## config.mk

```make
export PLATFORM = sky130hd
export DESIGN_NAME = mkio_transmitter
export DESIGN_NICKNAME = d
export VERILOG_FILES = /design/src/rtl/mkio_transmitter.sv
export SDC_FILE = /design/constraint.sdc
export NUM_CORES = 1
export LEC_CHECK = 0
export CORE_MARGIN = 2
export CORE_UTILIZATION = 50
export CTS_CLUSTER_SIZE = 16
export DETAILED_ROUTE_END_ITERATION = 8
export PLACE_DENSITY = 0.76
export SYNTH_ARGS = -nofsm -noshare
export SYNTH_HDL_FRONTEND = slang
export SYNTH_SLANG_ARGS = --single-unit
```

## constraint.sdc

```tcl
create_clock -name clk -period 2 [get_ports clk]
set_input_delay 0.3 -clock clk [delete_from_list [all_inputs] [get_ports clk]]
set_output_delay 0.3 -clock clk [all_outputs]
set_load 0.01 [all_outputs]
```

## src/rtl/mkio_transmitter.sv

```systemverilog
// MIL-STD-1553 word transmitter: Manchester II framing of sync, 16 data bits and odd parity,
// with a single-entry holding register so that frames can go out back-to-back.
module mkio_transmitter #(
    parameter int unsigned HALF_BIT = 8
) (
    input  logic        clk,
    input  logic        reset,
    input  logic        tx_ready,
    input  logic [15:0] tx_data,
    input  logic        tx_cd,
    output logic        tx_busy,
    output logic        tx_active,
    output logic        tx_p,
    output logic        tx_n,
    output logic        tx_en,
    output logic        word_done,
    output logic        overrun
);

    localparam int unsigned TMR_W  = (HALF_BIT > 2) ? $clog2(HALF_BIT) : 1;
    localparam int unsigned CNT_W  = 6;
    localparam int unsigned DATA_W = 16;

    typedef enum logic [1:0] {IDLE, SYNC, DATA, PARITY} state_t;

    state_t              state, state_nxt;
    logic [TMR_W-1:0]    tmr, tmr_nxt;
    logic [CNT_W-1:0]    hcnt, hcnt_nxt;
    logic [DATA_W-1:0]   hold_data;
    logic                hold_cd;
    logic [DATA_W:0]     shreg;
    logic                frame_cd;
    logic                half_end;
    logic                last_parity;
    logic                load;
    logic                accept;
    logic                level_c;
    logic                active_c;

    assign half_end    = (tmr == TMR_W'(HALF_BIT - 1));
    assign last_parity = (state == PARITY) && half_end && (hcnt == CNT_W'(1));
    assign load        = tx_busy && ((state == IDLE) || last_parity);
    // A load frees the slot in the same edge, so a coincident strobe is still accepted.
    assign accept      = tx_ready && (!tx_busy || load);
    assign active_c    = (state != IDLE);

    always_ff @(posedge clk or negedge reset) begin
        if (!reset) begin
            state <= IDLE;
            tmr   <= '0;
            hcnt  <= '0;
        end else begin
            state <= state_nxt;
            tmr   <= tmr_nxt;
            hcnt  <= hcnt_nxt;
        end
    end

    // Next state, half-bit timing and the line level for the current half-bit.
    always_comb begin
        state_nxt = state;
        tmr_nxt   = half_end ? '0 : tmr + TMR_W'(1);
        hcnt_nxt  = half_end ? hcnt + CNT_W'(1) : hcnt;
        level_c   = 1'b0;
        unique case (state)
            IDLE: begin
                tmr_nxt  = '0;
                hcnt_nxt = '0;
                if (load) state_nxt = SYNC;
            end
            SYNC: begin
                level_c = frame_cd ? (hcnt >= CNT_W'(3)) : (hcnt < CNT_W'(3));
                if (half_end && hcnt == CNT_W'(5)) begin
                    state_nxt = DATA;
                    hcnt_nxt  = '0;
                end
            end
            DATA: begin
                level_c = shreg[DATA_W] ^ hcnt[0];
                if (half_end && hcnt == CNT_W'(31)) begin
                    state_nxt = PARITY;
                    hcnt_nxt  = '0;
                end
            end
            PARITY: begin
                level_c = shreg[DATA_W] ^ hcnt[0];
                if (last_parity) begin
                    hcnt_nxt  = '0;
                    state_nxt = load ? SYNC : IDLE;
                end
            end
            default: state_nxt = IDLE;
        endcase
    end

    // Holding register and overrun detection.
    always_ff @(posedge clk or negedge reset) begin
        if (!reset) begin
            hold_data <= '0;
            hold_cd   <= 1'b0;
            tx_busy   <= 1'b0;
            overrun   <= 1'b0;
        end else begin
            if (accept) begin
                hold_data <= tx_data;
                hold_cd   <= tx_cd;
            end
            tx_busy <= accept ? 1'b1 : (load ? 1'b0 : tx_busy);
            overrun <= tx_ready && tx_busy && !load;
        end
    end

    // Shifter: data MSB first with odd parity appended at load time.
    always_ff @(posedge clk or negedge reset) begin
        if (!reset) begin
            shreg    <= '0;
            frame_cd <= 1'b0;
        end else if (load) begin
            shreg    <= {hold_data, ~^hold_data};
            frame_cd <= hold_cd;
        end else if (state == DATA && half_end && hcnt[0]) begin
            shreg <= {shreg[DATA_W-1:0], 1'b0};
        end
    end

    always_ff @(posedge clk or negedge reset) begin
        if (!reset) begin
            tx_en     <= 1'b0;
            tx_active <= 1'b0;
            tx_p      <= 1'b0;
            tx_n      <= 1'b0;
            word_done <= 1'b0;
        end else begin
            tx_en     <= active_c;
            tx_active <= active_c;
            tx_p      <= active_c && level_c;
            tx_n      <= active_c && !level_c;
            word_done <= last_parity;
        end
    end

endmodule

```

==> metrics.txt <==
# TYPE chip_impl_metric gauge
chip_impl_metric{name="gp_congestion",unit=""} 0.7606
chip_impl_metric{name="design.core.area",unit="sq um"} 4786
chip_impl_metric{name="drv_cap",unit=""} 0
chip_impl_metric{name="syn-instance-count",unit=""} 211
chip_impl_metric{name="vias",unit=""} 1644
chip_impl_metric{name="final.setup_skew",unit="ns"} 0.005903
chip_impl_metric{name="max_clock_freq",unit="GHz"} 0.5083
chip_impl_metric{name="synth_top_cell_area_share",unit=""} 0.5179
chip_impl_metric{name="finalNonFillerCells",unit=""} 322
chip_impl_metric{name="vdd.ir_drop.worst",unit="uV"} 444.4
chip_impl_info{name="synth_area_leaders",value="sky130_fd_sc_hd__dfrtp_1, sky130_fd_sc_hd__mux2i_1, sky130_fd_sc_hd__mux2_4, sky130_fd_sc_hd__xnor2_1, sky130_fd_sc_hd__ha_1"} 1
chip_impl_info{name="crit_type",value="flip-flop to flip-flop"} 1
chip_impl_info{name="yosys_most_used_dff",value="sky130_fd_sc_hd__dfrtp_1"} 1
chip_impl_info{name="worst_setup_path_end_kind",value="flip-flop"} 1
chip_impl_metric{name="layout_setup_ws",unit="ns"} 0.03269
chip_impl_metric{name="syn_area",unit="sq um"} 2512
chip_impl_info{name="outcome",value="complete, no violations"} 1
chip_impl_metric{name="antenna_found_initial",unit=""} 0
chip_impl_metric{name="insertion_delay",unit="ns"} 0.29
chip_impl_info{name="leading_area_contributor_after_synthesis",value="sky130_fd_sc_hd__dfrtp_1"} 1
chip_impl_metric{name="post-dp-hpwl",unit="microns"} 3078
chip_impl_metric{name="critical_path_required",unit="ns"} 2.18
chip_impl_metric{name="drt-vias-per-instance",unit=""} 5.106
chip_impl_metric{name="synth.yosys.seq_area_share",unit=""} 0.5179
chip_impl_metric{name="async_reset_ff_frac",unit=""} 1.000
chip_impl_metric{name="synth-compound-area-share",unit=""} 0.06873
chip_impl_metric{name="setup_viol_count_final",unit=""} 0
chip_impl_metric{name="synth_enable_flop_cells",unit=""} 0
chip_impl_metric{name="grt_util_all_layers",unit=""} 0.1713
chip_impl_metric{name="placed_cells_incl_taps",unit=""} 311
chip_impl_metric{name="syn-mean-instance-area",unit="sq um"} 11.91
chip_impl_metric{name="hold_slack",unit="ns"} 0.4386
chip_impl_metric{name="clkSlewWorstSetupHoldPaths",unit="ns"} 0.09
chip_impl_metric{name="die-area",unit="sq um"} 5608
chip_impl_info{name="dominant_combinational_cell_family_by_area_after_synthesis",value="multiplexers"} 1
chip_impl_metric{name="synth.lib_cells_used.distinct",unit=""} 39
chip_impl_metric{name="hold_viol",unit=""} 0
chip_impl_metric{name="die_width",unit="microns"} 74.89
chip_impl_metric{name="tightest_slew",unit="ns"} 0.4944
chip_impl_metric{name="die_height",unit="microns"} 74.89
chip_impl_metric{name="routed_wirelength",unit="microns"} 4221
chip_impl_metric{name="fin_crit_sh",unit=""} 0.9837
chip_impl_metric{name="report.final.slew_viol_count",unit=""} 0
chip_impl_metric{name="htree_num_levels",unit=""} 2
chip_impl_info{name="library_cell_used_as_clock_root_buffer",value="sky130_fd_sc_hd__clkbuf_8"} 1
chip_impl_metric{name="remaining_drc_errors",unit=""} 0
chip_impl_metric{name="min_period",unit="ns"} 1.967
chip_impl_metric{name="worstPathMaxFanout",unit=""} 9
chip_impl_metric{name="grt-ovfl-total",unit=""} 0
chip_impl_metric{name="post_route_cells_drive_above_1_share",unit=""} 0.2039
chip_impl_metric{name="floorplan.initialDensity",unit=""} 0.5250
chip_impl_metric{name="port_bufs",unit=""} 26
chip_impl_metric{name="n_antenna_cell",unit=""} 0
chip_impl_metric{name="yosys_warnings",unit=""} 0
chip_impl_metric{name="wl_per_cell",unit="microns"} 13.11
chip_impl_metric{name="final_util",unit=""} 0.6452
chip_impl_metric{name="antenna_left",unit=""} 0
chip_impl_metric{name="fill_cells",unit=""} 373
chip_impl_metric{name="grt_first_pass_wirelength",unit="microns"} 7238
chip_impl_metric{name="syn_to_final_growth",unit="%"} 22.91
chip_impl_metric{name="grt_max_degree",unit=""} 23
chip_impl_metric{name="cts_inserted_buffers",unit=""} 5
chip_impl_metric{name="synth.mux.area_fraction",unit=""} 0.1638
chip_impl_metric{name="final_nets",unit=""} 284
chip_impl_metric{name="post_synthesis_share_of_cell_area_spent_on_and_or_nand_and_nor_gates",unit=""} 0.1056
chip_impl_metric{name="placement.setup.worst_slack",unit="ns"} 0.008352
chip_impl_info{name="cts_tree",value="built"} 1
chip_impl_metric{name="ioPinCount",unit=""} 27
chip_impl_info{name="rsz0062_at_grt",value="true"} 1
chip_impl_info{name="hp-class",value="flip-flop to flip-flop"} 1
chip_impl_metric{name="clock_path_buffers",unit=""} 2
chip_impl_metric{name="power_per_cell_area",unit="nW/um^2"} 629.7
chip_impl_metric{name="max_slew_margin",unit=""} 0.6704
chip_impl_metric{name="std_cell_rows",unit=""} 25
chip_impl_metric{name="cp_data_arrival_time",unit="ns"} 2.15
chip_impl_info{name="layout.cells.most_common",value="sky130_fd_sc_hd__dfrtp_1"} 1
chip_impl_metric{name="ys_seq_elements",unit=""} 52
chip_impl_info{name="start_kind",value="flip-flop"} 1
chip_impl_metric{name="drt_first_iter_violations",unit=""} 64
chip_impl_metric{name="vias_in_the_first_global_route",unit=""} 1623
chip_impl_metric{name="drtPass1Iterations",unit=""} 4
chip_impl_metric{name="cellLeakagePower",unit="nW"} 1.583
chip_impl_metric{name="synth_fp_nets",unit=""} 240
chip_impl_metric{name="post_synth_xor_area_fraction",unit=""} 0.07321
chip_impl_info{name="top_library_cells_by_usage_in_the_layout_fill_and_taps_aside",value="sky130_fd_sc_hd__dfrtp_1, sky130_fd_sc_hd__clkdlybuf4s50_1, sky130_fd_sc_hd__nor2_1, sky130_fd_sc_hd__a21oi_1, sky130_fd_sc_hd__xnor2_1"} 1
chip_impl_metric{name="cts_sink_cnt",unit=""} 52
chip_impl_metric{name="post_synth_fa_ha_maj_area_fraction",unit=""} 0.04482
[synthesized netlist by cell type (2+ instances only)]
cell and count:
sky130_fd_sc_hd__a21oi_1 18, sky130_fd_sc_hd__and2_1 5, sky130_fd_sc_hd__clkbuf_1 5, sky130_fd_sc_hd__dfrtp_1 52, sky130_fd_sc_hd__ha_1 9, sky130_fd_sc_hd__inv_1 5
sky130_fd_sc_hd__mux2_2 9, sky130_fd_sc_hd__mux2_4 10, sky130_fd_sc_hd__mux2i_1 16, sky130_fd_sc_hd__nand2_1 8, sky130_fd_sc_hd__nand3_1 2, sky130_fd_sc_hd__nand4_1 2
sky130_fd_sc_hd__nor2_1 19, sky130_fd_sc_hd__nor3_1 2, sky130_fd_sc_hd__o21ai_0 6, sky130_fd_sc_hd__xnor2_1 17, sky130_fd_sc_hd__xor2_1 4
[routing by layer]
layer,vias to the layer above,wire length (microns),global-route usage,share of wire
met4,0,46,0.04762,0.011
met5,-,0,0,0
li1,812,-,-,-
met3,4,156,0.04418,0.037
met1,795,1923,0.2171,0.46
met2,33,2094,0.2914,0.50
[logic make-up after synthesis]
family | count (synthesis)
AOI/OAI and AO/OA | 31
xor gates and xnor gates | 21
adders and majority gates | 9
buffers and inverters | 14
DFF | 52
muxes | 35
and+or+nand+nor | 49
[power breakdown]
part | internal, mW | switching (mW)
Clock | 0.238 | 0.306
Combinational | 0.170 | 0.0984
Sequential | 1.09 | 0.0406
Total | 1.50 | 0.445
[cell type report]
cell class	count	area, sq um	share of cell area
sequential	52	1303	0.4218
inverter	5	18.77	0.006078
tap	67	83.83	0.02715
clock inverter	1	5.005	0.001621
timing repair buffer	45	420.4	0.1361
multi-input combinational	146	1185	0.3837
clock buffer	6	72.57	0.02350
[critical path: stages (launching register included)]
cell and delay, ns:
sky130_fd_sc_hd__dfrtp_1 0.39, sky130_fd_sc_hd__inv_1 0.06, sky130_fd_sc_hd__ha_1 0.12, sky130_fd_sc_hd__or4b_4 0.48, sky130_fd_sc_hd__nor3_4 0.14, sky130_fd_sc_hd__nand3b_4 0.22, sky130_fd_sc_hd__nand2_8 0.11, sky130_fd_sc_hd__mux2_4 0.33
[sequential cells by signal (all words and copies together) (netlist names)]
| signal | cells |
|---|---|
| hold_data | 16 |
| hcnt | 6 |
| tx_en | 1 |
| tmr | 3 |
| frame_cd | 1 |
| overrun | 1 |
| hold_cd | 1 |
| tx_busy | 1 |
| word_done | 1 |
| tx_n | 1 |
| state | 2 |
| tx_p | 1 |
| shreg | 17 |
[through the flow]
stage | area, sq um | power (mW) | setup TNS (ns)
finish | 3088 | 1.944 | 0
global route | 3088 | 2.046 | -0.1961
CTS | 3054 | 1.980 | 0
detailed placement | 2952 | 1.424 | 0
global placement | 2952 | 1.415 | 0
floorplan | 2527 | 1.329 | -0.007321
[repair_timing]
item	in CTS	in global routing
endpoints found under the hold margin	20	0
endpoints found under the setup margin	12	30
setup buffers	0	2
hold buffers	1	0
gates resized for setup	3	4
gates cloned	0	1
pin swaps	0	1
[worst paths after layout]
path | start | to | slack, ns | cells past startpoint
max reg2reg | hcnt[1]$_DFF_PN0_ | hold_data[11]$_DFFE_PN0P_ | 0.03 | 7
min | tmr[0]$_DFF_PN0_ | tmr[0]$_DFF_PN0_ | 0.44 | 1
min in group asynchronous | reset | hcnt[2]$_DFF_PN0_ | 0.51 | 2
max in group asynchronous | reset | state[0]$_DFFE_PN0P_ | 0.89 | 3
max | hcnt[1]$_DFF_PN0_ | hold_data[11]$_DFFE_PN0P_ | 0.03 | 7
min reg2reg | tmr[0]$_DFF_PN0_ | tmr[0]$_DFF_PN0_ | 0.44 | 1
(Power assumes the default switching activity.)
